File: src/rtl/uart_tx_responder_if.sv
// Bundle between the load/store unit and the UART TX responder.
//
// Push semantics: byte_ready_i is a one-cycle strobe qualified by uart_on_i;
// data_in is captured at the rising edge where both are high and full_o is
// low. There is no ready/back-pressure path: a strobe that arrives while
// full_o is high is dropped and latched into the sticky ovf_o flag.
// fsm_state exposes the transmitter state encoding for observation.
interface uart_tx_responder_if;
    logic       byte_ready_i;
    logic       uart_on_i;
    logic [7:0] data_in;
    logic       tx_o;
    logic       busy_o;
    logic       full_o;
    logic       tx_done_o;
    logic       ovf_o;
    logic [2:0] fsm_state;

    modport master (
        output byte_ready_i, uart_on_i, data_in,
        input  tx_o, busy_o, full_o, tx_done_o, ovf_o, fsm_state
    );

    modport slave (
        input  byte_ready_i, uart_on_i, data_in,
        output tx_o, busy_o, full_o, tx_done_o, ovf_o, fsm_state
    );
endinterface

File: src/rtl/uart_tx_responder.sv
// UART TX responder: buffers bytes stored to the UART window in a small FIFO
// and serialises them as 8N1 frames, LSB first, on tx_o.
// Optional macro UART_TX_PARITY_EN inserts an even-parity bit between the
// data bits and the stop bit (8E1 framing).
module uart_tx_responder #(
    parameter int CLKS_PER_BIT = 5208,
    parameter int DEPTH        = 4
) (
    input  logic                 clk,
    input  logic                 rst_n,
    uart_tx_responder_if.slave   bus
);

    localparam int PTR_W  = $clog2(DEPTH);
    localparam int CNT_W  = PTR_W + 1;
    localparam int BAUD_W = $clog2(CLKS_PER_BIT);

`ifdef UART_TX_PARITY_EN
    typedef enum logic [2:0] {
        IDLE   = 3'd0,
        START  = 3'd1,
        DATA   = 3'd2,
        PARITY = 3'd3,
        STOP   = 3'd4
    } state_t;
`else
    typedef enum logic [2:0] {
        IDLE  = 3'd0,
        START = 3'd1,
        DATA  = 3'd2,
        STOP  = 3'd4
    } state_t;
`endif

    // FIFO storage and bookkeeping
    logic [7:0]       mem [DEPTH];
    logic [PTR_W-1:0] wr_ptr;
    logic [PTR_W-1:0] rd_ptr;
    logic [CNT_W-1:0] count_q;
    logic [CNT_W-1:0] count_d;
    logic             full_q;
    logic             busy_q;
    logic             ovf_q;

    // Transmitter state
    state_t           state_q;
    state_t           state_d;
    logic [BAUD_W-1:0] baud_q;
    logic [BAUD_W-1:0] baud_d;
    logic [2:0]       bit_idx_q;
    logic [2:0]       bit_idx_d;
    logic [7:0]       shift_q;
    logic [7:0]       shift_d;
`ifdef UART_TX_PARITY_EN
    logic             parity_q;
    logic             parity_d;
`endif

    logic push_req;
    logic push;
    logic pop;
    logic baud_tc;
    logic tx;
    logic tx_done;

    // A strobe counts only when the UART window is selected; full_q is the
    // pre-edge view, so a push while full is dropped even if a pop happens.
    assign push_req = bus.byte_ready_i & bus.uart_on_i;
    assign push     = push_req & ~full_q;
    assign baud_tc  = (baud_q == BAUD_W'(CLKS_PER_BIT - 1));

    // Occupancy after this edge's push and pop
    always_comb begin
        count_d = count_q;
        case ({push, pop})
            2'b10:   count_d = count_q + CNT_W'(1);
            2'b01:   count_d = count_q - CNT_W'(1);
            default: count_d = count_q;
        endcase
    end

    // FIFO write port; contents need no reset since pointers define validity
    always_ff @(posedge clk) begin
        if (push) begin
            mem[wr_ptr] <= bus.data_in;
        end
    end

    // FIFO pointers, occupancy and registered status flags
    always_ff @(posedge clk or negedge rst_n) begin
        if (!rst_n) begin
            wr_ptr  <= '0;
            rd_ptr  <= '0;
            count_q <= '0;
            full_q  <= 1'b0;
            busy_q  <= 1'b0;
            ovf_q   <= 1'b0;
        end else begin
            if (push) begin
                wr_ptr <= wr_ptr + PTR_W'(1);
            end
            if (pop) begin
                rd_ptr <= rd_ptr + PTR_W'(1);
            end
            count_q <= count_d;
            full_q  <= (count_d == CNT_W'(DEPTH));
            busy_q  <= (state_d != IDLE) || (count_d != '0);
            ovf_q   <= ovf_q | (push_req & full_q);
        end
    end

    // Transmitter state register
    always_ff @(posedge clk or negedge rst_n) begin
        if (!rst_n) begin
            state_q   <= IDLE;
            baud_q    <= '0;
            bit_idx_q <= '0;
            shift_q   <= '0;
`ifdef UART_TX_PARITY_EN
            parity_q  <= 1'b0;
`endif
        end else begin
            state_q   <= state_d;
            baud_q    <= baud_d;
            bit_idx_q <= bit_idx_d;
            shift_q   <= shift_d;
`ifdef UART_TX_PARITY_EN
            parity_q  <= parity_d;
`endif
        end
    end

    // Frame sequencing: next state, baud/bit counters, line level, pop and done
    always_comb begin
        state_d   = state_q;
        baud_d    = baud_q;
        bit_idx_d = bit_idx_q;
        shift_d   = shift_q;
`ifdef UART_TX_PARITY_EN
        parity_d  = parity_q;
`endif
        pop       = 1'b0;
        tx        = 1'b1;
        tx_done   = 1'b0;

        case (state_q)
            IDLE: begin
                tx = 1'b1;
                if (count_q != '0) begin
                    pop       = 1'b1;
                    shift_d   = mem[rd_ptr];
`ifdef UART_TX_PARITY_EN
                    parity_d  = ^mem[rd_ptr];
`endif
                    baud_d    = '0;
                    bit_idx_d = '0;
                    state_d   = START;
                end
            end
            START: begin
                tx = 1'b0;
                if (baud_tc) begin
                    baud_d    = '0;
                    bit_idx_d = '0;
                    state_d   = DATA;
                end else begin
                    baud_d = baud_q + BAUD_W'(1);
                end
            end
            DATA: begin
                tx = shift_q[0];
                if (baud_tc) begin
                    baud_d    = '0;
                    shift_d   = {1'b0, shift_q[7:1]};
                    bit_idx_d = bit_idx_q + 3'd1;
                    if (bit_idx_q == 3'd7) begin
`ifdef UART_TX_PARITY_EN
                        state_d = PARITY;
`else
                        state_d = STOP;
`endif
                    end
                end else begin
                    baud_d = baud_q + BAUD_W'(1);
                end
            end
`ifdef UART_TX_PARITY_EN
            PARITY: begin
                tx = parity_q;
                if (baud_tc) begin
                    baud_d  = '0;
                    state_d = STOP;
                end else begin
                    baud_d = baud_q + BAUD_W'(1);
                end
            end
`endif
            STOP: begin
                tx = 1'b1;
                if (baud_tc) begin
                    baud_d  = '0;
                    tx_done = 1'b1;
                    state_d = IDLE;
                end else begin
                    baud_d = baud_q + BAUD_W'(1);
                end
            end
            default: begin
                state_d = IDLE;
                baud_d  = '0;
            end
        endcase
    end

    // tx_o decodes from reset-cleared state, so a reset forces the line high at once
    assign bus.tx_o      = tx;
    assign bus.tx_done_o = tx_done;
    assign bus.busy_o    = busy_q;
    assign bus.full_o    = full_q;
    assign bus.ovf_o     = ovf_q;
    assign bus.fsm_state = state_q;

endmodule
File: src/flat_wrapper.sv
// flat-port wrapper written by rule: the top's interface ports become plain ports
module uart_tx_responder_flat 
#(
    parameter int CLKS_PER_BIT = 5208,
    parameter int DEPTH        = 4
)
  (clk, rst_n, bus_byte_ready_i, bus_uart_on_i, bus_data_in, bus_tx_o, bus_busy_o, bus_full_o, bus_tx_done_o, bus_ovf_o, bus_fsm_state);
  uart_tx_responder_if bus_i ();
  input  logic clk;
  input  logic rst_n;
  input wire logic [$bits(bus_i.byte_ready_i)-1:0] bus_byte_ready_i;
  input wire logic [$bits(bus_i.uart_on_i)-1:0] bus_uart_on_i;
  input wire logic [$bits(bus_i.data_in)-1:0] bus_data_in;
  output wire logic [$bits(bus_i.tx_o)-1:0] bus_tx_o;
  output wire logic [$bits(bus_i.busy_o)-1:0] bus_busy_o;
  output wire logic [$bits(bus_i.full_o)-1:0] bus_full_o;
  output wire logic [$bits(bus_i.tx_done_o)-1:0] bus_tx_done_o;
  output wire logic [$bits(bus_i.ovf_o)-1:0] bus_ovf_o;
  output wire logic [$bits(bus_i.fsm_state)-1:0] bus_fsm_state;
  assign bus_i.byte_ready_i = bus_byte_ready_i;
  assign bus_i.uart_on_i = bus_uart_on_i;
  assign bus_i.data_in = bus_data_in;
  assign bus_tx_o = bus_i.tx_o;
  assign bus_busy_o = bus_i.busy_o;
  assign bus_full_o = bus_i.full_o;
  assign bus_tx_done_o = bus_i.tx_done_o;
  assign bus_ovf_o = bus_i.ovf_o;
  assign bus_fsm_state = bus_i.fsm_state;
  uart_tx_responder #(.CLKS_PER_BIT(CLKS_PER_BIT), .DEPTH(DEPTH)) u_core (.clk(clk), .rst_n(rst_n), .bus(bus_i));
endmodule
File: config.mk
export PLATFORM = sky130hd
export DESIGN_NAME = uart_tx_responder_flat
export DESIGN_NICKNAME = d
export VERILOG_FILES = /design/src/rtl/uart_tx_responder_if.sv /design/src/rtl/uart_tx_responder.sv /design/src/flat_wrapper.sv
export SDC_FILE = /design/constraint.sdc
export NUM_CORES = 1
export LEC_CHECK = 0
export CAP_MARGIN = 20
export CORE_MARGIN = 1.5
export CORE_UTILIZATION = 35
export DETAILED_ROUTE_END_ITERATION = 6
export PLACE_DENSITY_LB_ADDON = 0.05
export SLEW_MARGIN = 20
export SYNTH_ARGS = -nofsm -noshare
export SYNTH_HDL_FRONTEND = slang
export SYNTH_SLANG_ARGS = --single-unit
File: constraint.sdc
create_clock -name clk -period 2.8 [get_ports clk]
set_clock_uncertainty 0.15 [all_clocks]
set_input_delay 0.56 -clock clk [delete_from_list [all_inputs] [get_ports clk]]
set_output_delay 0.56 -clock clk [all_outputs]
set_load 0.03 [all_outputs]
==> Word-level counts from Yosys, hierarchy flattened <==
Memories as Yosys holds them, arrays and structs flattened.
Cells that the tools add are included.
{ "word_totals": {"regBits": 37, "mem_bits_rw": 32, "input_bits": 12, "out_inout_bits": 8, "word_cells": 67, "mem_count": 1} }
{ "mem_list": {"columns": ["memory", "depth", "width", "read_ports", "rd_ports_with_merged_regs", "wr", "line_no", "rtl"], "rows": [
  ["u_core.mem", 4, 8, 1, 0, 1, "uart_tx_responder.sv:36", "logic [7:0] mem [DEPTH];"]
]} }
{ "op_classes": {"add_sub_neg": 6, "n_eq_ne": 11, "mux": 24, "bitwise_logic": 5, "reduce_logical": 10} }
{ "op_table": {"columns": ["op", "count"], "rows": [
  ["13-bit two-way mux", 2],
  ["13-bit one-hot mux with 2 select lines", 1],
  ["3-bit two-way mux", 8],
  ["8-bit two-way mux", 2],
  ["8-bit one-hot mux with 2 select lines", 1],
  ["13-bit by 1-bit adder with 13-bit output (second input constant)", 1],
  ["13-bit equality test (second input constant)", 1],
  ["3-bit one-hot mux with 4 select lines", 1],
  ["3-bit nonzero test", 4],
  ["3-bit equality test (second input constant)", 3],
  ["3-bit one-hot mux with 3 select lines", 1],
  ["3-bit by 1-bit adder with 3-bit output (second input constant)", 2],
  ["1-bit two-way mux", 6],
  ["2-bit by 1-bit inequality test with 1-bit output (second input constant)", 3],
  ["3-bit one-hot mux with 2 select lines", 1],
  ["2-bit by 1-bit adder with 2-bit output (second input constant)", 2],
  ["4-bit AND reduction", 1],
  ["1-bit AND", 3],
  ["3-bit by 1-bit equality test with 1-bit output (second input constant)", 1],
  ["3-bit by 2-bit equality test with 1-bit output (second input constant)", 1],
  ["3-bit zero test", 1],
  ["3-bit AND reduction", 1],
  ["3-bit OR reduction", 1],
  ["3-bit by 1-bit subtractor with 3-bit output (second input constant)", 1],
  ["7 further kinds", 7]
]} }

==> Logic depth before layout (Yosys ltp) <==
Gate-level depths: netlist of run 1.
{ "depth": {"depth_word": 7, "ltp_mapped": 11, "mapped_depth_nobuf": 10} }

==> Worst setup path after synthesis of run 1 <==
Ideal clock, no wire load.
{ "synth_timing": {"path_type": "reg2reg", "start": "register u_core.state_q[1], in the netlist u_core.bus.fsm_state[1]", "end": "register u_core.busy_q, in the netlist u_core.bus.busy_o", "setup_ns": 0.144, "arrival_time_ns": 2.408, "required_time_ns": 2.506, "setup_slack_ns": 0.097, "stages_incl_launch_ff": 12, "path_buffers": 2, "synth_period_minus_slack_ns": 2.703, "cell_sequence": "dfrtp_1 -> buf_2 -> nor3_1 -> nor2b_1 -> clkbuf_1 -> ha_1 -> inv_1 -> fa_1 -> xor2_1 -> nor2_1 -> xnor2_1 -> o2111ai_1"} }
{ "synth_via": {"elab_chain_len": 6, "word_cells_on_any_way": 17, "classes_between": "eq/ne (5); mux (8); reduce/logical (4)"} }
{ "synth_lines": {"columns": ["element", "line_no", "rtl"], "rows": [
  ["start, declared", "uart_tx_responder.sv:46", "state_t state_q;"],
  ["start signal, assigned", "uart_tx_responder.sv:123", "state_q <= state_d;"],
  ["3-bit zero test (*)", "uart_tx_responder.sv:146", "case (state_q)"],
  ["1-bit two-way mux (*)", "uart_tx_responder.sv:146", null],
  ["named net u_core.pop", "uart_tx_responder.sv:61", "logic pop;"],
  ["2-bit by 1-bit equality test with 1-bit output / 2-bit equality test (equally long branches)", "uart_tx_responder.sv:75", "case ({push, pop})"],
  ["3-bit one-hot mux with 2 select lines (*)", "uart_tx_responder.sv:75", null],
  ["3-bit nonzero test (*)", "uart_tx_responder.sv:107", "busy_q <= (state_d != IDLE) || (count_d != '0);"],
  ["1-bit logical OR (*)", "uart_tx_responder.sv:107", null],
  ["end signal, assigned", "uart_tx_responder.sv:107", null],
  ["end, declared", "uart_tx_responder.sv:42", "logic busy_q;"]
]} }
The timed path passes the listed nets; every way through them passes the cells marked *.
A chain may end at the register's enable or synchronous reset.

==> Worst setup path after layout of run 1 <==
{ "layout_timing": {"start": "register u_core.state_q[1], in the netlist u_core.bus.fsm_state[1]", "end": "output bus_tx_o"} }
{ "layout_via": {"elab_chain_len": 2, "word_cells_on_any_way": 3, "classes_between": "eq/ne (2); mux (1)"} }
{ "layout_lines": {"columns": ["element", "line_no", "rtl"], "rows": [
  ["3-bit by 2-bit equality test with 1-bit output / 3-bit by 1-bit equality test with 1-bit output (equally long branches)", "uart_tx_responder.sv:146", null],
  ["1-bit one-hot mux with 2 select lines (*)", "uart_tx_responder.sv:146", null],
  ["end, declared", "flat_wrapper.sv:14", "output wire logic [$bits(bus_i.tx_o)-1:0] bus_tx_o;"]
]} }
Every way passes the cells marked *; elsewhere a longest branch is shown, timed or not.

==> summary.md, run 1 <==
| Metric | Value |
|---|---|
| Met1 Use GR | `19.1%` |
| Gpl congestion | `0.719` |
| # Max-Cap Violations | `0` |
| YS warnings | `0` |
| Clock latency on the worst-skew pair | `~0.35 ns` |
| CP Capture Type | `output pin` |
| Fin area | `3770 um^2` |
| Worst path buffer plus inverter count | `2` |
| Share of the synthesized area in the top cell type | `a little under a third` |
| Fin cells | `376` |
| Clock Sinks | `69` |
| Die Y | `slightly below 100 um` |
| Num rows | `34` |
| Seq/Total Area, Yosys | `59.2%` |
| Pin count of the biggest net entering global routing | `38` |
| Core area | `between 8000 and 9000 um^2` |
| Minimum clock period after layout | `2.63 ns` |
| Grt met2 use | `20.8%` |
| Number of enable flip-flop cells after synthesis | `32` |
| Mean post-synth cell area | `13.8 um^2` |
| Global routing usage on met3 | `3.87%` |
| Area Overhead vs Synth | `18.3%` |
| Initial DRT Pass Iterations | `4` |
| WP data required | `2.09 ns` |
| Pwr Density | `835 nW/um^2` |
| Critical Path Source Type | `register` |
| First-pass GRT wire length | `10.3 mm` |
| Fillers | `824` |
| Post-synthesis cell area | `approximately 3200 um^2` |
| Vias/cell | `a little under 5` |
| Nets | `284` |
| CTS Buf Count | `9` |
| Post-synthesis cell count | `~230` |
| Root Driver | `clkbuf_8` |
| Worst hold path class | `primary input to asynchronous set/reset pin` |
| WL final | `5.89 mm` |
| Measured slew at the worst slew-check pin | `0.863 ns` |
| Syn nets | `252` |
| #FFs+latches synth | `69` |
| Drt wl/cell | `between 15 and 20 um` |
| Leakage | `around 1.4 nW` |
| Routed Antenna Nets | `0` |
| Dominant synthesized flop cell | `dfrtp_1` |
| Share of layout cells above drive strength 1 | `23.5%` |
| Port bufs | `19` |
| Synth area leader | `edfxtp_1` |
| Htree depth | `3` |
| Fin util | `between 40% and 50%` |
| Worst vdd ir | `0.431 mV` |
| R2R depth | `9` |
| List of most frequent post-synthesis cells | `37 x dfrtp_1, 32 x edfxtp_1, 18 x nor2_1, 16 x mux2_2, 15 x xnor2_1` |
| Remaining DRCs | `0` |
| Synth unique cells | `41` |
| Hold Slack | `0.171 ns` |
| DP Area | `3550 um^2` |
| Fmax | `381 MHz` |
| Critical path class | `register to output pin` |
| Number of setup buffers added after CTS | `0` |
| Async set-reset flop share out of synthesis | `53.6%` |
| Count leader, synth | `dfrtp_1` |
| I/O pin count | `20` |
| Iteration-0 DRC count of the detailed router | `48` |
| Vias | `1,810` |
| GRT Overall Usage | `14.0%` |
| GR Overflow Total | `0` |
| Global routing's busiest layer | `met2` |
| Run status | `finished, final reports clean` |
| RSZ-0062 raised after global routing | `no` |
| Final Hold Viols | `0` |
| Vias in the first global route | `2,013` |
| Diode count | `0` |
| Crit path largest cell delay | `0.68 ns` |
| Clock transition at path regs | `about 0.080 ns` |
| Setup TNS | `0 ns` |
| DPL Wire Length | `3.99 mm` |
| Full die area | `9680 um^2` |
| Worst Path Arrival | `1.92 ns` |
| Crit-path cells | `buf_4 -> nand2b_1 -> o21ai_0 -> nand2b_1 -> clkdlybuf4s50_1` |
| Dpl cells | `360` |
| # setup viols final | `0` |
| Die Width | `98.4 um` |
| Tcrit/Tclk final | `a little over nine tenths` |
| Delay-heaviest family, CP | `buffers and inverters` |
| CP Max Fanout | `8` |
| Most frequent CP cell | `nand2b_1` |
| Synth area leaders | `edfxtp_1 30%, dfrtp_1 29%, mux2_2 5.7%` |
| Slowest CP cell | `clkdlybuf4s50_1` |
| CTS tree | `yes` |
| Slew HR | `between 40% and 50%` |
| R2R setup slack | `0.34 ns` |
| Reg2reg end | `u_core.bus.busy_o` |
| Deepest clock path buffer count | `2` |
| FF-to-FF Start | `u_core.bus.fsm_state[2]` |
| Slew Limit Fails | `0` |
| Initial antenna violation count | `0` |
| Initial Utilization | `a little over a third` |
## per-layer routing
layer  part of all wire (%)  routed length [um]  up-vias
met5                      0                   0        -
met4                    1.8                 106        0
met3                    3.3                 197        9
met2                     46                2700       26
met1                     49                2880      873
li1                       -                   -      902
## kinds of logic after synthesis
| logic type | share of synthesized area, % |
|---|---|
| and+or+nand+nor | 11.2 |
| adders and majority gates | 3.77 |
| buffers and inverters | 2.40 |
| AOI/OAI and AO/OA | 7.38 |
| muxes | 11.3 |
| DFF | 59.2 |
| xor gates and xnor gates | 4.67 |
## power breakdown
group	total, mW	internal (mW)	switching [mW]	leakage, nW
clock	0.897	0.505	0.391	0.100
sequential	1.49	1.29	0.199	0.750
combinational	0.760	0.426	0.334	0.577
## worst reg2reg max path: stages, from the launching register on
cell and delay, ns:
dfrtp_1 0.40, nor3_1 0.30, nor2b_1 0.25, ha_1 0.22, inv_1 0.06, fa_1 0.37
xor2_1 0.15, nor2_1 0.11, xnor2_1 0.17, o2111ai_1 0.14
## worst max path at each step
| stage | startpoint | to | slack [ns] | depth (start not counted) |
|---|---|---|---|---|
| after floorplan | u_core.bus.fsm_state[1] | u_core.bus.busy_o | 0.1 | 11 |
| after global placement | bus_byte_ready_i | u_core.bus.full_o | 0.17 | 11 |
| after detailed placement | bus_byte_ready_i | u_core.bus.full_o | 0.13 | 11 |
| after CTS | u_core.bus.fsm_state[1] | bus_tx_o | 0.14 | 5 |
| after global routing | u_core.bus.fsm_state[1] | bus_tx_o | 0.03 | 5 |
| final | u_core.bus.fsm_state[1] | bus_tx_o | 0.17 | 5 |
## flip-flops by register name (all words and copies together) (netlist names)
register,cells
u_core.bus.full_o,1
u_core.bit_idx_q,3
u_core.baud_q,13
u_core.wr_ptr,2
u_core.shift_q,8
u_core.mem,32
u_core.rd_ptr,2
u_core.bus.fsm_state,3
u_core.bus.busy_o,1
u_core.count_q,3
u_core.bus.ovf_o,1
## area by class of cell
cell class | count | area (um^2) | share of cell area (%)
tap | 108 | 135 | 3.59
clock buffer | 11 | 131 | 3.49
multi-input combinational | 143 | 1220 | 32.4
sequential | 69 | 1890 | 50.1
inverter | 9 | 33.8 | 0.897
timing repair buffer | 31 | 274 | 7.27
clock inverter | 5 | 83.8 | 2.23
## stage by stage
step / power [mW] / worst slack (ns)
after floorplan: 2.04 / 0.0974
after global placement: 2.29 / 0.171
after detailed placement: 2.29 / 0.127
after CTS: 3.20 / 0.143
after global routing: 3.37 / 0.0306
final: 3.14 / 0.172
## cell usage in the layout, fill, tap and decap left out, types with 3 or more instances in the layout
cell / netlist / final
clkdlybuf4s50_1: 0 / 17
and2_1: 6 / 6
a21oi_1: 9 / 9
nand2_1: 12 / 12
nor2_1: 18 / 18
mux2_2: 16 / 16
dfrtp_1: 37 / 37
xnor2_1: 15 / 15
a2111oi_0: 4 / 4
nor2b_1: 6 / 6
clkbuf_8: 0 / 9
mux4_2: 8 / 8
nand3_1: 4 / 4
edfxtp_1: 32 / 32
o21ai_0: 5 / 5
buf_4: 0 / 12
nand2b_1: 3 / 3
inv_1: 9 / 9
ha_1: 8 / 8
a211oi_1: 3 / 3
## repair_timing
item                                    CTS  global route
gates resized for setup                   1             0
hold buffers                              0             0
endpoints found under the setup margin    1             0
No activity file was read; power rests on OpenSTA's default activity.
==> run 2, diff against run 1 <==
SLEW_MARGIN = default   (was 20)
clock period = 2.5 ns   (was 2.8 ns; I/O delays follow)
==> run 2 against run 1 <==
  * Via count grew 4.6%
  * Flip-flop and latch count is the same
  * Register-to-register slack lost 0.12 ns
  * Total power grew 11%
  * Global-route usage shrank 0.81 points
  * Final cell count grew 2.1%
  * Core utilization grew 0.87 points
  * Critical path type unchanged
  * Highest routed layer unchanged
==> summary.md, run 2 (synthesis gave the netlist of run 1 again) <==
| Metric | Value |
|---|---|
| Run status | `finished, final reports clean` |
| Slew Limit Fails | `0 (unchanged)` |
| CTS Buf Count | `9 (unchanged)` |
| GRT Overall Usage | `13.2% (-0.81 points)` |
| Initial antenna violation count | `0 (unchanged)` |
| Fillers | `796 (-3.4%)` |
| Die Width | `98.4 um (unchanged)` |
| Area Overhead vs Synth | `20.7%` |
| Flop pwr share | `46.4% (-0.9 points)` |
| GR Overflow Total | `0 (unchanged)` |
| Htree depth | `3 (unchanged)` |
| PnR Total Power | `3.51 mW (+11%)` |
| RSZ-0062 raised after global routing | `no` |
| Pwr Density | `912 nW/um^2 (+9.3%)` |
| # Max-Cap Violations | `0 (unchanged)` |
| Minimum clock period after layout | `2.35 ns` |
| Drt wl/cell | `14.9 um (-4.5%)` |
| Pin count of the biggest net entering global routing | `16 (-58%)` |
| R2R depth | `5 (-4)` |
| Deepest clock path buffer count | `2 (unchanged)` |
| I/O pin count | `20 (unchanged)` |
| Iteration-0 DRC count of the detailed router | `56 (+17%)` |
| Fin area | `3840 um^2 (+2.0%)` |
| DP Area | `3620 um^2 (+2.0%)` |
| Clock latency on the worst-skew pair | `0.35 ns (about the same)` |
| Clock transition at path regs | `0.08 ns (about the same)` |
| Clk pwr share | `26.8% (-1.7 points)` |
| Port bufs | `19 (unchanged)` |
| Diode count | `0 (unchanged)` |
| Vias/cell | `4.93 (+2.4%)` |
| Fin util | `43.9% (+0.87 points)` |
| Setup TNS | `0 ns (unchanged)` |
| Clock Sinks | `69 (unchanged)` |
| Vias in the first global route | `1,964 (-2.4%)` |
| Worst Path Arrival | `1.70 ns (-0.22 ns)` |
| Critical Path Source Type | `register` |
| # setup viols final | `0 (unchanged)` |
| Critical path class | `register to output pin` |
| Root Driver | `clkbuf_8` |
| Routed Antenna Nets | `0 (unchanged)` |
| Worst vdd ir | `0.479 mV (+11%)` |
| WP data required | `1.85 ns (-0.24 ns)` |
| Measured slew at the worst slew-check pin | `0.508 ns (-0.355 ns)` |
| CP Max Fanout | `9 (+1)` |
| Share of layout cells above drive strength 1 | `28.6% (+5.1 points)` |
| Number of setup buffers added after CTS | `0 (unchanged)` |
| Num rows | `34 (unchanged)` |
| Internal Power | `2.43 mW (+9.6%)` |
| Dpl cells | `367 (+1.9%)` |
| Initial Utilization | `36.4% (unchanged)` |
| Comb power frac | `26.8% (+2.6 points)` |
| Slew HR | `65.3% (+23 points)` |
| Die Y | `98.4 um (unchanged)` |
| Reg with most FFs | `u_core.mem` |
| Leakage | `1.47 nW (+3.0%)` |
| Core area | `8760 um^2 (unchanged)` |
| Fin cells | `384 (+2.1%)` |
| DPL Wire Length | `4.02 mm (+0.76%)` |
| Commonest non-fill, non-tap cell in the layout | `dfrtp_1` |
| Initial DRT Pass Iterations | `4 (unchanged)` |
| Fmax | `425 MHz` |
| Max reg flops | `32 (unchanged)` |
| Remaining DRCs | `0 (unchanged)` |
| Tcrit/Tclk final | `94.1%` |
| Commonest non-fill, non-tap cells in the layout | `35 x dfrtp_1, 32 x edfxtp_1, 20 x buf_4` |
| WL final | `5.74 mm (-2.5%)` |
| Worst hold path class | `register to register` |
| First-pass GRT wire length | `9.63 mm (-6.1%)` |
| Vias | `1,893 (+4.6%)` |
| Nets | `292 (+2.8%)` |
| Switch share | `30.6% (+1.2 points)` |
| Gpl congestion | `0.698 (-3.0%)` |
| Biggest regs | `u_core.mem (32), u_core.baud_q (13), u_core.shift_q (8)` |
| CP Capture Type | `output pin` |
| Multi-input logic area | `1240 um^2 (+1.8%)` |
| Final Hold Viols | `0 (unchanged)` |
| Register area | `1890 um^2 (+0.13%)` |
| WHS Path Cells | `1` |
| P_sw | `1.07 mW (+16%)` |
| CTS tree | `yes` |
| Full die area | `9680 um^2 (unchanged)` |
==> run 2: cell count changes in the layout (fill, tap and decap cells not counted), moves of 2 or more <==
| cell | change |
|---|---|
| dfrtp_2 | +2 |
| buf_4 | +8 |
| clkbuf_1 | -2 |
| dfrtp_1 | -2 |
| ha_1 | -2 |
==> run 2: final timing paths <==
path	slack, ns	startpoint	endpoint
worst max-delay path	0.15	u_core.baud_q[9]	bus_tx_done_o
worst min-delay path	0.32	u_core.bus.ovf_o	u_core.bus.ovf_o
worst max register to register	0.22	u_core.baud_q[9]	u_core.shift_q[4]
worst min register to register	0.32	u_core.bus.ovf_o	u_core.bus.ovf_o
max in group asynchronous	1.26	rst_n	u_core.bus.fsm_state[1]
min in group asynchronous	0.41	rst_n	u_core.baud_q[12]
==> run 2: metrics by stage <==
| step | hold WS, ns | setup slack [ns] |
|---|---|---|
| global route | 0.360 | 0.0152 |
| CTS | 0.327 | 0.103 |
| finish | 0.320 | 0.146 |
| floorplan | 0.0544 | 0.0271 |
| global placement | 0.258 | -0.0449 |
| detailed placement | 0.257 | -0.0639 |
==> run 2: final cells by class <==
class | count | area share (%)
Timing Repair Buffer | 39 | 8.69
Multi-Input combinational cell | 143 | 32.4
Clock inverter | 7 | 2.15
Sequential cell | 69 | 49.2
Tap cell | 108 | 3.52
Inverter | 9 | 0.879
Clock buffer | 9 | 3.22
==> run 2: layer usage <==
layer | vias to the layer above | share of wire [%] | global-route usage, %
met5 | - | 0 | 0
met4 | 0 | 2.0 | 7.48
met3 | 10 | 3.5 | 2.79
met2 | 25 | 47 | 20.3
met1 | 936 | 47 | 17.4
li1 | 922 | - | -
==> run 2: worst max-delay path: stages, from the launching register on <==
cell and delay, ns:
dfrtp_1 0.46, nor4b_4 0.38, nand3_4 0.20, nor2_1 0.15
buf_4 0.17
==> run 2: repair_timing <==
action                                  CTS  global route
resized for setup                         1             2
endpoints found under the setup margin    1             2
hold endpoints to repair                 11             0
hold buffers                              1             0
pin swaps                                 0             0
==> run 2: power by group through the flow <==
stage / Sequential, mW / Clock [mW] / Combinational [mW]
detailed placement: 1.66 / 0 / 0.954
finish: 1.63 / 0.938 / 0.939
CTS: 1.63 / 0.969 / 0.960
global route: 1.67 / 1.02 / 1.06
global placement: 1.65 / 0 / 0.951
floorplan: 1.61 / 0 / 0.687
==> run 3, diff against run 2 <==
CTS_CLUSTER_SIZE = 12   (was default)
MAX_ROUTING_LAYER = met4   (was default)
==> run 3 against run 2 <==
  * Via count did not move
  * Critical path type unchanged
  * Clock power barely moved
  * Register-to-register slack about the same
  * Maximum frequency hardly changed
  * Cell area did not move
  * Critical endpoint unchanged
  * Hold slack got worse by 0.00060 ns
  * Sequential power about the same
  * Flip-flop and latch count unchanged
==> summary.md, run 3 (synthesis gave the netlist of run 1 again) <==
| Metric | Value |
|---|---|
| # setup viols final | `0 (unchanged)` |
| Clock Sinks | `69 (unchanged)` |
| Met1 Use GR | `17.5% (+0.093 points)` |
| Diode count | `0 (unchanged)` |
| Pin count of the biggest net entering global routing | `16 (unchanged)` |
| Remaining DRCs | `0 (unchanged)` |
| Tcrit/Tclk final | `94.2% (about the same)` |
| Reg with most FFs | `u_core.mem` |
| Core area | `8760 um^2 (unchanged)` |
| Critical path class | `register to output pin` |
| Slew Limit Fails | `0 (unchanged)` |
| WP data required | `1.85 ns (about the same)` |
| Clock latency on the worst-skew pair | `0.35 ns (about the same)` |
| Commonest non-fill, non-tap cells in the layout | `35 x dfrtp_1, 32 x edfxtp_1, 20 x buf_4` |
| Flop pwr share | `46.5% (about the same)` |
| Measured slew at the worst slew-check pin | `0.508 ns (unchanged)` |
| CP Max Fanout | `9 (unchanged)` |
| Fillers | `796 (unchanged)` |
| Crit-path cells | `nor4b_4 -> nand3_4 -> nor2_1 -> buf_4` |
| GR Overflow Total | `0 (unchanged)` |
| Leakage | `1.47 nW (unchanged)` |
| Worst hold path class | `register to register` |
| Initial antenna violation count | `0 (unchanged)` |
| Num rows | `34 (unchanged)` |
| Comb power frac | `26.8% (about the same)` |
| RSZ-0062 raised after global routing | `no` |
| Htree depth | `3 (unchanged)` |
| Clock transition at path regs | `0.08 ns (about the same)` |
| Worst path buffer plus inverter count | `1 (unchanged)` |
| CTS tree | `yes` |
| Biggest regs | `u_core.mem (32), u_core.baud_q (13), u_core.shift_q (8)` |
| DPL Wire Length | `4.02 mm (unchanged)` |
| Vias in the first global route | `1,965 (+0.051%)` |
| Vias | `1,893 (unchanged)` |
| Nets | `292 (unchanged)` |
| WL final | `5.76 mm (+0.37%)` |
| Port bufs | `19 (unchanged)` |
| Switch share | `30.6% (about the same)` |
| Share of layout cells above drive strength 1 | `28.6% (unchanged)` |
| Deepest clock path buffer count | `2 (unchanged)` |
| Global routing usage on met3 | `2.65% (-0.14 points)` |
| Routed Antenna Nets | `0 (unchanged)` |
| Fmax | `425 MHz (about the same)` |
| Hold Slack | `0.319 ns (-0.000604 ns)` |
| Run status | `finished, final reports clean` |
| Drt wl/cell | `15.0 um (+0.37%)` |
| Vias/cell | `4.93 (unchanged)` |
| # Max-Cap Violations | `0 (unchanged)` |
| CP Capture Type | `output pin` |
| Slew HR | `65.3% (unchanged)` |
| Initial DRT Pass Iterations | `4 (unchanged)` |
| CTS Buf Count | `9 (unchanged)` |
| P_sw | `1.07 mW (-0.12%)` |
| Root Driver | `clkbuf_8` |
| Clk pwr share | `26.7% (about the same)` |
| Critical Path Source Type | `register` |
| Area Overhead vs Synth | `20.7% (unchanged)` |
| Die Y | `98.4 um (unchanged)` |
| Grt met2 use | `20.3% (unchanged)` |
| I/O pin count | `20 (unchanged)` |
| Die Width | `98.4 um (unchanged)` |
| Full die area | `9680 um^2 (unchanged)` |
| Minimum clock period after layout | `2.35 ns (+0.000729 ns)` |
| PnR Total Power | `3.50 mW (about the same)` |
| Gpl congestion | `0.705 (+1.1%)` |
| Worst Path Arrival | `1.70 ns (about the same)` |
| Worst vdd ir | `0.478 mV (-0.17%)` |
| First-pass GRT wire length | `9.63 mm (about the same)` |
| Initial Utilization | `36.4% (unchanged)` |
| GRT Overall Usage | `13.6% (+0.40 points)` |
| Commonest non-fill, non-tap cell in the layout | `dfrtp_1` |
| Delay-heaviest family, CP | `simple AND/OR/NAND/NOR gates` |
| Crit path largest cell delay | `0.46 ns (about the same)` |
| Iteration-0 DRC count of the detailed router | `64 (+14%)` |
| Fin util | `43.9% (unchanged)` |
| Slowest CP cell | `dfrtp_1` |
| Max reg flops | `32 (unchanged)` |
| Internal Power | `2.43 mW (about the same)` |
| Pwr Density | `912 nW/um^2 (about the same)` |
| Final Hold Viols | `0 (unchanged)` |
| Global routing's busiest layer | `met2` |
==> run 3: power groups by stage <==
stage | Clock (mW) | Sequential (mW) | Combinational (mW)
after global routing | 1.02 | 1.67 | 1.06
after floorplan | 0 | 1.61 | 0.687
final | 0.936 | 1.63 | 0.939
after global placement | 0 | 1.65 | 0.951
after CTS | 0.969 | 1.63 | 0.960
after detailed placement | 0 | 1.66 | 0.954
==> run 3: timing repair <==
action | in CTS | in global routing
hold buffers | 1 | 0
buffers inserted | 0 | 0
gates resized for setup | 1 | 2
hold endpoints to repair | 11 | 0
setup endpoints to repair | 1 | 2
==> run 3: cell type report <==
cell class / instances / area [um^2] / area share [%]
multi-input cells: 143 / 1240 / 32.4
clock inverters: 7 / 82.6 / 2.15
well taps: 108 / 135 / 3.52
repair buffers: 39 / 334 / 8.69
clock buffers: 9 / 124 / 3.22
inverters: 9 / 33.8 / 0.879
flip-flops and latches: 69 / 1890 / 49.2
==> run 3: worst paths after layout <==
kind                                   from                      end  slack [ns]  cells past startpoint
min                        u_core.bus.ovf_o         u_core.bus.ovf_o        0.32                      1
min in group asynchronous             rst_n        u_core.baud_q[12]        0.41                      2
max                        u_core.baud_q[9]            bus_tx_done_o        0.15                      4
min reg2reg                u_core.bus.ovf_o         u_core.bus.ovf_o        0.32                      1
max in group asynchronous             rst_n  u_core.bus.fsm_state[1]        1.26                      3
max reg2reg                u_core.baud_q[9]        u_core.shift_q[4]        0.22                      5
==> run 3: per-layer routing <==
metal | vias up | routed length [um]
met5 | - | 0
met4 | 0 | 104
met3 | 9 | 192
met2 | 29 | 2710
met1 | 933 | 2750
li1 | 922 | -
==> run 3: per-stage QoR <==
step | cells | instance area, um^2 | setup slack (ns) | setup TNS (ns)
floorplan | 231 | 3210 | 0.0271 | 0
global placement | 367 | 3620 | -0.0449 | -0.0652
detailed placement | 367 | 3620 | -0.0639 | -0.130
CTS | 384 | 3840 | 0.103 | 0
global route | 384 | 3840 | 0.0152 | 0
finish | 384 | 3840 | 0.146 | 0
==> patch 1, RTL diff (flow settings as in run 1) <==
The option `UART_TX_PARITY_EN` is turned on by a define.
--- a/src/rtl/uart_tx_responder.sv
+++ b/src/rtl/uart_tx_responder.sv
@@ -3,4 +3,6 @@
 // Optional macro UART_TX_PARITY_EN inserts an even-parity bit between the
 // data bits and the stop bit (8E1 framing).
+`define UART_TX_PARITY_EN
+
 module uart_tx_responder #(
     parameter int CLKS_PER_BIT = 5208,
Behaviour: same outputs for any inputs over 10 cycles, from zero or initial values and one cycle with rst_n low; that may be too few to reach the edited logic, so the function may still have changed.
==> patch 1 against run 1 <==
  * Via count rose by 12%
  * First-iteration DRC count is 54% higher
  * Synthesized area up 2.4%
  * Clock power rose by 3.0%
  * Wire length grew 5.0%
  * Total power grew 8.9%
  * Sequential cell count rose by 1
  * Setup slack lost 52 ps
  * Critical path depth unchanged
  * Die area increased by 2.4%
  * Design area up 3.9%
  * Critical path type unchanged
  * Critical endpoint is now bus_tx_done_o
  * Highest routed layer unchanged
==> patch 1: results (changes against run 1) <==
[outcome]
outcome=finished clean

[synthesis]
synth-adder-area-share_pct=3.681  ; -0.090 points
synthTopCellsByCount=dfrtp_1 (38), edfxtp_1 (32), nand2_1 (25)
syn-num-nets=280  ; +11%
synth_xor_area_share_pct=4.563  ; -0.11 points
synthTopCellsByArea=edfxtp_1 (29%), dfrtp_1 (29%), mux4_2 (5.5%)
synth_mux_area_share_pct=8.627  ; -2.7 points
async_flop_share_pct=54.29  ; +0.66 points

[finish]
signal_buffer_area_fraction_pct=8.539  ; +1.3 points
multi_input_gates=165  ; +15%
nClkBuffers=10  ; -1
drive_gt1_share_pct=19.41  ; -4.1 points
multi_input_area_um2=1250  ; +2.3%
clock_area_share_pct=5.660  ; -0.052 points
fin_util_pct=42.75  ; -0.24 points
n_fill_cell=884  ; +7.3%
inverters=14  ; +5

[clock_network]
clock_sinks=70  ; +1.4%

[route]
route.met3.wl_um=140  ; -29%
routed_wl_um=6182  ; +5.0%

[critical_path]
max_stage_delay_ps=420  ; -260 ps
r2r_cells=10  ; +1
crit_fanout=5  ; -3
rrSetupSlack_ps=180  ; -160 ps
endpoint=bus_tx_done_o
crit_family=simple AND/OR/NAND/NOR gates
critPathLaunch=u_core.baud_q[0]$_DFFE_PN0P_

[placed_design]
gp_congestion=0.7233  ; +0.57%
dp_hpwl_um=4164  ; +4.4%

[die]
num_rows=35  ; +2.9%

[global_route]
grt_max_degree=39  ; +2.6%
grtUsageTotal_pct=13.64  ; -0.39 points

[power]
power.switching_mw=1.051  ; +14%
ir_drop_v=0.0002869  ; -33%

[timing]
worstMarginPinSlew_ps=565.6  ; -297.0 ps

-- patch 1: changes by cell type after synthesis, sizes merged, moves of 4 or more --
cell	run 1	this run
nor2b	6	2
mux2	16	1
o21ai	5	18
a22o	2	7
inv	9	13
nor2	18	13
nand2	12	25
mux2i	0	9
and3	1	7
a2111oi	5	0
-- patch 1: metal layers --
layer | GRT usage, % | vias up
li1 | - | 1015
met1 | 18.57 | 980
met2 | 20.97 | 24
met3 | 2.530 | 7
met4 | 6.826 | 0
met5 | 0 | -
-- patch 1: stage by stage --
stage | instances | hold slack, ps
final | 415 | 103.2
after global placement | 397 | 311.3
after detailed placement | 397 | 312.7
after global routing | 415 | 155.3
after floorplan | 259 | 114.4
after CTS | 413 | 119.9
-- patch 1: power by group through the flow --
stage               Combinational (mW)  Clock [mW]  Sequential [mW]
global placement                  1.01           0             1.51
floorplan                        0.764           0             1.45
global route                      1.15       0.989             1.52
CTS                               1.02       0.954             1.49
finish                            1.01       0.924             1.49
detailed placement                1.01           0             1.51
==> patch 2, RTL diff (config.mk and constraints of run 1) <==
Without the edit above. Make the reset (`rst_n`) synchronous in 2 clocked blocks.
--- a/src/rtl/uart_tx_responder.sv
+++ b/src/rtl/uart_tx_responder.sv
@@ -88,5 +88,5 @@
 
     // FIFO pointers, occupancy and registered status flags
-    always_ff @(posedge clk or negedge rst_n) begin
+    always_ff @(posedge clk) begin
         if (!rst_n) begin
             wr_ptr  <= '0;
@@ -111,5 +111,5 @@
 
     // Transmitter state register
-    always_ff @(posedge clk or negedge rst_n) begin
+    always_ff @(posedge clk) begin
         if (!rst_n) begin
             state_q   <= IDLE;
Formal check against the unedited RTL: differs if rst_n is asserted again (counterexample within 4 cycles, from zero or initial values and one cycle with rst_n low); with rst_n held inactive, the same outputs for 10 cycles.
==> patch 2 against run 1 <==
  * Setup slack lost 62 ps
  * Count of clock-buffer cells in the layout shrank 2
  * Critical path type unchanged
  * Via count grew 14%
  * Fmax shrank 2.3%
  * Sequential power shrank 10%
  * Total power grew 2.0%
  * Wire length grew 8.0%
  * Synthesized area grew 0.27%
  * Design area grew 0.30%
  * Synthesized cell count grew 13%
  * Sequential cell count grew 2
  * Largest cell class unchanged
==> patch 2: results (changes against run 1) <==
[critical_path]
cp.arrival_ps=1980  ; +60 ps
crit_family=buffers and inverters
crit_fanout=10  ; +2
crit_type=reg2out
r2r_end=u_core.bus.busy_o$_SDFF_PN0_
timing.rr.start=u_core.count_q[1]$_SDFF_PN0_
r2r_cells=10  ; +1
critPathLaunch=u_core.bus.fsm_state[1]$_SDFF_PN0_
max_stage_delay_ps=600  ; -80 ps
rrSetupSlack_ps=210  ; -130 ps
endpoint=bus_tx_o

[synthesis]
syn_inst=260  ; +13%
ys_seq_area_share_pct=54.52  ; -4.7 points
synthTopCellsByArea=edfxtp_1 (30%), dfxtp_1 (24%), mux4_2 (5.6%)
ys_types=52  ; +27%
async_flop_share_pct=0  ; -54 points
synthTopCellsByCount=dfxtp_1 (39), edfxtp_1 (32), mux2i_1 (13)
syn-num-nets=281  ; +12%
ys.warnings.count=0  ; unchanged

[finish]
finalNonFillerCells=407  ; +8.2%
top_regs=u_core.mem x32, u_core.baud_q x13, u_core.shift_q x8
n_fill_cell=834  ; +1.2%
drive_gt1_share_pct=19.73  ; -3.8 points
final_nets=315  ; +11%

[global_route]
grtUsageTotal_pct=13.90  ; -0.13 points
grtUsageMet2_pct=24.39  ; +3.6 points
grt_pass1_vias=2102  ; +4.4%
use_met3_pct=3.404  ; -0.46 points
grt_max_degree=23  ; -39%
grt_pass1_wl_um=10440  ; +1.8%
grt.met1_usage_pct=16.61  ; -2.5 points
antenna_found_initial=0  ; unchanged

[placed_design]
dp_hpwl_um=4501  ; +13%
place_inst=391  ; +8.6%
post-place-ws_ps=-204.2  ; -331.3 ps
port_buffers=19  ; unchanged
gp_congestion=0.7250  ; +0.81%

[route]
drtIter0Drc=63  ; +31%
via_per_inst=5.081  ; +5.6%
route.met3.wl_um=176  ; -11%
met2_length_um=3144  ; +17%
routed_wl_um=6355  ; +8.0%
wl_met1_um=2941  ; +2.0%
topRoutingLayerUsed=met4

[timing]
worstMarginPinSlew_ps=1078  ; +215.5 ps
finalCritPeriodShare_pct=96.05  ; +2.2 points

[clock_network]
clock_latency_ps=350  ; about the same
htree_num_levels=3  ; unchanged
clk_path_buf_depth=2  ; unchanged
cts_root_buffer=clkbuf_8

[hold_path]
hp-class=reg2reg
holdCritStartpoint=u_core.bit_idx_q[1]$_SDFFE_PN0P_
min_path_cells=2

[outcome]
outcome=finished clean

[power]
ir_drop_v=0.0003432  ; -20%
power_leakage_nw=1.366  ; -4.3%

[patch 2: changes by cell type in the layout (fill, tap and decap cells not counted), sizes merged, moves of 7 or more]
cell	delta
dfrtp	-37
dfxtp	+39
inv	+7
mux2	-16
mux2i	+13
nor3	+11
o31ai	+8
[patch 2: cells by family after synthesis]
family	count (synthesis)	share of synthesized area [%]
adder cells (fa/ha/maj)	9	3.760
AND/OR/NAND/NOR	74	14.37
multiplexers	21	9.714
AO/OA/AOI/OAI	43	9.401
XOR/XNOR	16	4.387
flip-flops	71	54.52
buffers and inverters	26	3.838
[patch 2: power breakdown]
group / internal, mW / total [mW] / switching [mW]
sequential: 1.23 / 1.34 / 0.112
combinational: 0.509 / 1.10 / 0.593
clock: 0.338 / 0.766 / 0.428
[patch 2: per-stage QoR]
| step | setup TNS (ps) | hold slack (ps) | instance area (um2) |
|---|---|---|---|
| after floorplan | -38.84 | 288.5 | 3226 |
| after global placement | -139.9 | 295.9 | 3595 |
| after detailed placement | -204.2 | 311.1 | 3595 |
| after CTS | 0 | 322.3 | 3779 |
| after global routing | 0 | 342.3 | 3779 |
| final | 0 | 315.8 | 3779 |
[patch 2: layout make-up]
cell class	instances	share of cell area, %
inverter	13	1.291
timing repair buffer	36	8.378
tap	108	3.576
clock buffer	9	3.278
multi-input combinational	163	35.60
clock inverter	7	1.623
sequential	71	46.26
[patch 2: tightest hold or removal path, delay by kind of cell, from the launching register on]
family,cells,cell delay (ps)
mux,1,50
flops,1,320
simple gates,1,50
[patch 2: what timing repair did]
item / CTS / global route
endpoints found under the setup margin: 1 / 0
hold endpoints to repair: 0 / 0
buffers inserted: 0 / 0
resized for setup: 1 / 0
hold buffers: 0 / 0
